==> src/rtl/reg_file_param.sv <==
// Parametrised register file: DEPTH x WIDTH storage, one byte-maskable write port,
// two combinational read ports, optional hardwired-zero r0, optional write-to-read
// bypass, and a per-register busy scoreboard for multi-cycle producers.
module reg_file_param #(
    parameter int unsigned WIDTH    = 32,
    parameter int unsigned DEPTH    = 32,
    parameter int unsigned ZERO_REG = 1,
    parameter int unsigned BYPASS   = 1,
    localparam int unsigned AW      = (DEPTH > 1) ? $clog2(DEPTH) : 1,
    localparam int unsigned NB      = WIDTH / 8
) (
    input  logic             clk,
    input  logic             rst_n,
    input  logic             we,
    input  logic [AW-1:0]    waddr,
    input  logic [WIDTH-1:0] wdata,
    input  logic [NB-1:0]    wbe,
    input  logic [AW-1:0]    raddr1,
    output logic [WIDTH-1:0] rdata1,
    output logic             rbusy1,
    input  logic [AW-1:0]    raddr2,
    output logic [WIDTH-1:0] rdata2,
    output logic             rbusy2,
    input  logic             mark_busy,
    input  logic [AW-1:0]    mark_addr
);

    logic [WIDTH-1:0] r_mem [DEPTH];
    logic [DEPTH-1:0] r_busy;

    logic [WIDTH-1:0] w_mask;
    logic [WIDTH-1:0] w_wr_merged;
    logic             w_wr_hit;
    logic             w_mk_hit;
    logic [AW-1:0]    w_widx;
    logic [AW-1:0]    w_midx;
    logic [AW-1:0]    w_raddr [2];
    logic [WIDTH-1:0] w_rdata [2];
    logic             w_rbusy [2];

    // Address names a real, writable register (in range and not the hardwired zero).
    function automatic logic addr_live(input logic [AW-1:0] a);
        return (32'(a) < DEPTH) && !((ZERO_REG != 0) && (a == '0));
    endfunction

    // Clamp an address into the array so out-of-range values never index past the end.
    function automatic logic [AW-1:0] safe_idx(input logic [AW-1:0] a);
        return (32'(a) < DEPTH) ? a : '0;
    endfunction

    // Expand byte-lane enables into a bit mask.
    always_comb begin
        w_mask = '0;
        for (int i = 0; i < int'(NB); i++) begin
            w_mask[8*i +: 8] = {8{wbe[i]}};
        end
    end

    // Write/mark qualification; gated by rst_n so nothing bypasses while reset is held.
    always_comb begin
        w_wr_hit    = rst_n && we && addr_live(waddr);
        w_mk_hit    = rst_n && mark_busy && addr_live(mark_addr);
        w_widx      = safe_idx(waddr);
        w_midx      = safe_idx(mark_addr);
        w_wr_merged = (r_mem[w_widx] & ~w_mask) | (wdata & w_mask);
    end

    assign w_raddr[0] = raddr1;
    assign w_raddr[1] = raddr2;

    // Read ports: stored value, optionally overlaid with the in-flight write.
    always_comb begin
        for (int p = 0; p < 2; p++) begin
            w_rdata[p] = '0;
            w_rbusy[p] = 1'b0;
            if (rst_n && addr_live(w_raddr[p])) begin
                w_rdata[p] = r_mem[safe_idx(w_raddr[p])];
                w_rbusy[p] = r_busy[safe_idx(w_raddr[p])];
                if ((BYPASS != 0) && w_wr_hit && (waddr == w_raddr[p])) begin
                    w_rdata[p] = (w_rdata[p] & ~w_mask) | (wdata & w_mask);
                    // A same-cycle mark re-arms busy: new producer wins.
                    w_rbusy[p] = w_mk_hit && (mark_addr == w_raddr[p]);
                end
            end
        end
    end

    assign rdata1 = w_rdata[0];
    assign rbusy1 = w_rbusy[0];
    assign rdata2 = w_rdata[1];
    assign rbusy2 = w_rbusy[1];

    // State update; mark is applied after the write-back clear so it wins on a tie.
    always_ff @(posedge clk or negedge rst_n) begin
        if (!rst_n) begin
            for (int i = 0; i < int'(DEPTH); i++) begin
                r_mem[i] <= '0;
            end
            r_busy <= '0;
        end else begin
            if (w_wr_hit) begin
                r_mem[w_widx]  <= w_wr_merged;
                r_busy[w_widx] <= 1'b0;
            end
            if (w_mk_hit) begin
                r_busy[w_midx] <= 1'b1;
            end
        end
    end

endmodule
==> config.mk <==
export PLATFORM = sky130hd
export DESIGN_NAME = reg_file_param
export DESIGN_NICKNAME = d
export VERILOG_FILES = /design/src/rtl/reg_file_param.sv
export SDC_FILE = /design/constraint.sdc
export NUM_CORES = 2
export LEC_CHECK = 0
export CAP_MARGIN = 20
export CELL_PAD_IN_SITES_DETAIL_PLACEMENT = 1
export CELL_PAD_IN_SITES_GLOBAL_PLACEMENT = 1
export CORE_ASPECT_RATIO = 1.4
export CORE_MARGIN = 2
export CORE_UTILIZATION = 35
export DETAILED_ROUTE_END_ITERATION = 6
export PLACE_DENSITY = 0.69
export RECOVER_POWER = 25
export SLEW_MARGIN = 20
export SYNTH_ARGS = -nofsm -noshare
export SYNTH_HDL_FRONTEND = slang
export SYNTH_SLANG_ARGS = --single-unit
==> constraint.sdc <==
create_clock -name clk -period 3.3 [get_ports clk]
set_clock_uncertainty 0.05 [all_clocks]
set_input_delay 0.33 -clock clk [delete_from_list [all_inputs] [get_ports clk]]
set_output_delay 0.33 -clock clk [all_outputs]
set_load 0.01 [all_outputs]
-- Word level (Yosys, flattened, before mapping)
Cells that the tools add are included.
- output and inout port bits: 66
- bits of input ports: 60
- logic and storage cells: 112
- flip-flop bits (word level): 1056
- eq/ne operators: 4
- bitwise operators: 14
- multiplexer cells: 30
- reduce and logical (&&, ||, !) cells: 21
- order comparisons: 10
- operators with widths (kind ; number):
    1024-bit bitwise mux ; 1
    32-bit binary-select mux with 5-bit select ; 3
    32-bit 2-to-1 mux ; 13
    32-bit bitwise AND ; 5
    32-bit demux with 5-bit select ; 1
    32-bit OR ; 4
    32-bit inverter ; 2
    5-bit by 6-bit < comparator with 1-bit output, second input constant ; 4
    5-bit == test ; 4
    5-bit logical NOT ; 4
    6-bit greater-or-equal comparator, second input constant ; 3
    5-bit inverter with 6-bit output ; 3
    1-bit logical AND ; 13
    1-bit binary-select mux with 5-bit select ; 2
    1-bit demux with 5-bit select ; 2
    5-bit by 1-bit greater-or-equal comparator with 1-bit output, second input constant ; 2
    1-bit 2-to-1 mux ; 8
    6-bit by 1-bit < comparator with 1-bit output, second input constant ; 1
    1-bit logical NOT ; 4

-- Longest topological paths before layout
- depth after elaboration: 9
- gate-level depth with buffers: 11
- depth with buffers taken out: 5

-- Worst setup path before layout
Ideal clock, no wire load.
- path kind: input to output
- start: input raddr2[0]
- end: output rdata2[16]
- required time: 2.920 ns
- arrival: 2.645 ns
- path buffers: 4
- path slack: 0.275 ns
- cell stages on the path: 7
- cell sequence: clkbuf_1 buf_2 buf_1 buf_2 mux4_2 a2111oi_0 o31ai_1
- cells in the longest elaborated chain, start to end: 8
- elaborated cells between the ends (all ways): 13
- those cells by class: eq/ne (1); mux (5); bitwise (3); reduce/logical (4)
- RTL lines (item ; line ; text):
    from (decl) ; 21 ; input logic [AW-1:0] raddr2,
    5-bit inverter with 6-bit output (implied by the code) ; 77 ; w_rdata[p] = r_mem[safe_idx(w_raddr[p])];
    32-bit binary-select mux with 5-bit select ; 77 ;
    32-bit 2-to-1 mux (implied by the code) (2 in a row) ; 77 ;
    32-bit bitwise AND ; 80 ; w_rdata[p] = (w_rdata[p] & ~w_mask) | (wdata & w_mask);
    32-bit OR ; 80 ;
    32-bit 2-to-1 mux ; 79 ; if ((BYPASS != 0) && w_wr_hit && (waddr == w_raddr[p])) begin
    32-bit 2-to-1 mux * ; 76 ; if (rst_n && addr_live(w_raddr[p])) begin
    to (decl) ; 22 ; output logic [WIDTH-1:0] rdata2,
Every way passes the cells marked *; elsewhere a longest branch is shown, timed or not. The select of a mux whose other input is x is not followed.

-- Worst setup path in the final report
- start: register r_mem[393] (netlist bit)
- end: output rdata1[9]
- cells in the longest elaborated chain, start to end: 7
- RTL lines (item ; line ; text):
    from (decl) ; 28 ; logic [WIDTH-1:0] r_mem [DEPTH];
    from (signal, indexed assignment) ; 102 ; r_mem[w_widx] <= w_wr_merged;
    32-bit binary-select mux with 5-bit select * ; 77 ;
    32-bit 2-to-1 mux (implied by the code) * (2 in a row) ; 77 ;
    32-bit bitwise AND ; 80 ;
    32-bit OR ; 80 ;
    32-bit 2-to-1 mux * ; 79 ;
    32-bit 2-to-1 mux * ; 76 ;
    to (decl) ; 19 ; output logic [WIDTH-1:0] rdata1,
Marked as above.

==> run metrics <==
status finished with violations; failing checks capacitance limit, slew limit, setup timing; final hold vios 0; hold crit path type in2reg; post-route ant nets 0; layout cells sized above 1 32.7%; Critical Path AT 3.00 ns; total CTS buffers 110; fmax 0.296 GHz; Routed WL per cell 34.1 um; port buffer count 125; Longest Clk Path Bufs 3; TritonCTS Sinks 1,056; row cnt 184; vias in the first global route 56,712; sequential area share after synthesis 41.8%; Netlist cell types 58; Internal 27.6 mW; syn_nets 5,474; # IOs 126; DP HPWL 185,000 um; Initial Utilization 35.2%; Die X 363 um; CTS Root Cell clkbuf_16; Peak VDD IR 0.429 mV; Worst Path Required 2.92 ns; Via density 6.62; crit share post-route 102%; initial antenna violation count 17; RSZ-0062 raised after global routing yes; CP Launch Type flop; DRT Pass-1 Iters 6; Slowest cell on crit path mux4_2; Synth Area per Inst 11.7 sq um; Slew @ Worst Pin 1.89 ns; Area after DPL 71,100 sq um; top_reg_cell synth dfrtp_1; Mapped Cells 5,414; Vias 53,610; CTS tree built; Final Hold Slack 0.0544 ns; Post-synth EDFFs 0; Synth Cell Area 63,300 sq um; Leak 31.4 nW; synth-to-layout area growth 20.5%; Iter 0 DRT Violations 5,806; Die Y-Extent 507 um; Seq pwr share 41.0%; Crit. End Element output port; Buf/Inv on CP 3; Switching Power 12.5 mW; synth warn 0; kind of critical path reg2out; P per Cell Area 527 nW/um^2; first-pass GRT wire length 402,000 um; Logic pwr share 23.5%; fin. max-slew vios 190; Worst-path clk slew 0.06 ns; Yosys reg bits 1,056; final core utilization 42.4%; latest clock arrival within the worst-skew pair 0.79 ns; kind of cell adding the most delay to the critical path multiplexers; Worst slew margin -26.1%; worst setup slack after layout -0.0804 ns; Max Cap Viol 3; Final min period 3.38 ns; CTS H-tree lvls 3; Sw Share 31.1%; Final #Nets 5,738; Critical Path Fanout Max 3; DRC Markers 0; WL final 276,000 um; total track usage 30.0%; critical path's largest stage delay 0.51 ns; Final GP Congestion 0.953; gr ovfl total 0; asr flop ratio synth 100%; pre-CTS worst setup slack -0.693 ns; core area 180,000 sq um; Final Instance Area 76,200 sq um; Die ar. 184,000 sq um; Clk pwr share 35.5%; worst path cell trace buf_6 > mux4_2 > mux4_2 > mux2i_2 > buf_4 > a21oi_4 > buf_6; Final setup viols 3; pin count of the biggest net entering global routing 162
## worst reg2reg max path: stages (launching register included)
cell       delay (ns)
dfrtp_1          0.41
buf_4            0.16
mux4_2           0.44
mux2_2           0.28
a22oi_1          0.20
a2bb2oi_1        0.91
a21oi_1          0.23
## state kept, by name, summed over array words and instances, names as in the netlist
| signal | flops |
|---|---|
| r_mem | 1024 |
| r_busy | 32 |
## timing repair
action | CTS | global route
buffers inserted | 67 | 14
cloned | 0 | 1
hold buffers | 4 | 0
pin swaps | 27 | 6
endpoints found under the hold margin | 202 | 0
gates resized for setup | 286 | 22
setup endpoints to repair | 64 | 22
## path summary, 6_finish.rpt
path                              end  cells past startpoint  slack [ns]  startpoint
max                         rdata1[9]                      7       -0.08  r_mem[393]
min                        r_busy[29]                      3        0.05       rst_n
max reg2reg                 r_mem[29]                      6        0.45  r_mem[861]
min reg2reg                 r_busy[0]                      0        0.36   r_busy[0]
max in group asynchronous  r_mem[770]                      5        0.19       rst_n
min in group asynchronous  r_mem[629]                      3        0.28       rst_n
## Yosys cell counts, types with 6 or more instances
cell       instances  area (sq um)
a2111oi_0         18           158
a21oi_1          275          1380
a221o_1           17           170
a22o_1            24           210
a22oi_1           65           488
a31oi_1           27           169
a32o_1            24           240
and2_1            12          75.1
and3_1             7          43.8
buf_1             80           300
buf_2             77           385
buf_4              9          67.6
clkbuf_1         430          1610
dfrtp_1         1056         26400
mux2_2            23           259
mux2i_1          157          1570
mux4_2           860         19400
nand2_1          881          3310
nand2b_1          17           106
nand3_1           36           180
nor2_1           283          1060
nor2b_1           32           200
nor3_1            15          75.1
nor3b_1            6          45.0
o211ai_1          12          90.1
o21ai_0          810          4050
o221ai_1          11          96.3
o22ai_1           14          87.6
o31ai_1           44           330
xnor2_1           14           123
xor2_1             6          52.6
## cell families (layout without fill, tap and decap cells)
group / after synthesis / in the layout / synth area share [%]
XOR/XNOR: 20 / 20 / 0.277
other: 0 / 7 / 0
AO/OA/AOI/OAI: 1379 / 1379 / 12.3
multiplexers: 1040 / 1040 / 33.5
buffers and inverters: 612 / 967 / 3.86
flip-flops: 1056 / 1056 / 41.8
AND/OR/NAND/NOR: 1307 / 1307 / 8.25
## power groups by stage
stage	Sequential (mW)	Combinational (mW)	Clock, mW
floorplan	15.9	5.64	0
global placement	16.4	8.62	0
detailed placement	16.6	8.89	0
CTS	16.4	9.30	14.4
global route	16.6	10.0	14.9
finish	16.5	9.43	14.3
## placed cells by master (no fill, tap or decap), drive strengths merged, types with 13 or more instances in the layout
master,instances
dfrtp,1056
clkbuf,161
a21oi,275
a31oi,27
o22ai,14
clkdlybuf4s50,46
nand2,881
mux4,860
nand2b,17
a2111oi,18
a22oi,65
buf,643
nor3,15
bufinv,21
o31ai,44
a32o,24
xnor2,14
a22o,24
a221o,17
nand3,36
dlygate4sd2,26
inv,16
mux2,23
nor2b,32
clkinv,30
mux2i,157
and2,13
nor2,283
o21ai,811
## stage by stage
stage / setup TNS [ns] / instances / power [mW]
final: -0.110 / 8101 / 40.1
after global routing: -0.935 / 8095 / 41.5
after global placement: -6.77 / 7813 / 25.0
after detailed placement: -11.53 / 7813 / 25.5
after floorplan: 0 / 5414 / 21.6
after CTS: -0.332 / 8081 / 40.1
## area by class of cell
cell class                      count  area [sq um]
Sequential cell                  1056         26400
Timing Repair Buffer              750          7460
Fill cell                       18822        103000
Clock inverter                     63          1010
Clock buffer                      140          3070
Inverter                           14          56.3
Tap cell                         2325          2910
Antenna cell                        7          17.5
Multi-Input combinational cell   3746         35300
## layer usage
| layer | vias to the layer above | global-route usage [%] | share of wire (%) |
|---|---|---|---|
| met1 | 28384 | 36.6 | 36 |
| met5 | - | 0 | 0.037 |
| li1 | 21038 | - | - |
| met2 | 3238 | 47.1 | 47 |
| met3 | 938 | 7.52 | 9.9 |
| met4 | 12 | 19.7 | 7.3 |
Note: power is estimated with default switching activity, not from simulation.
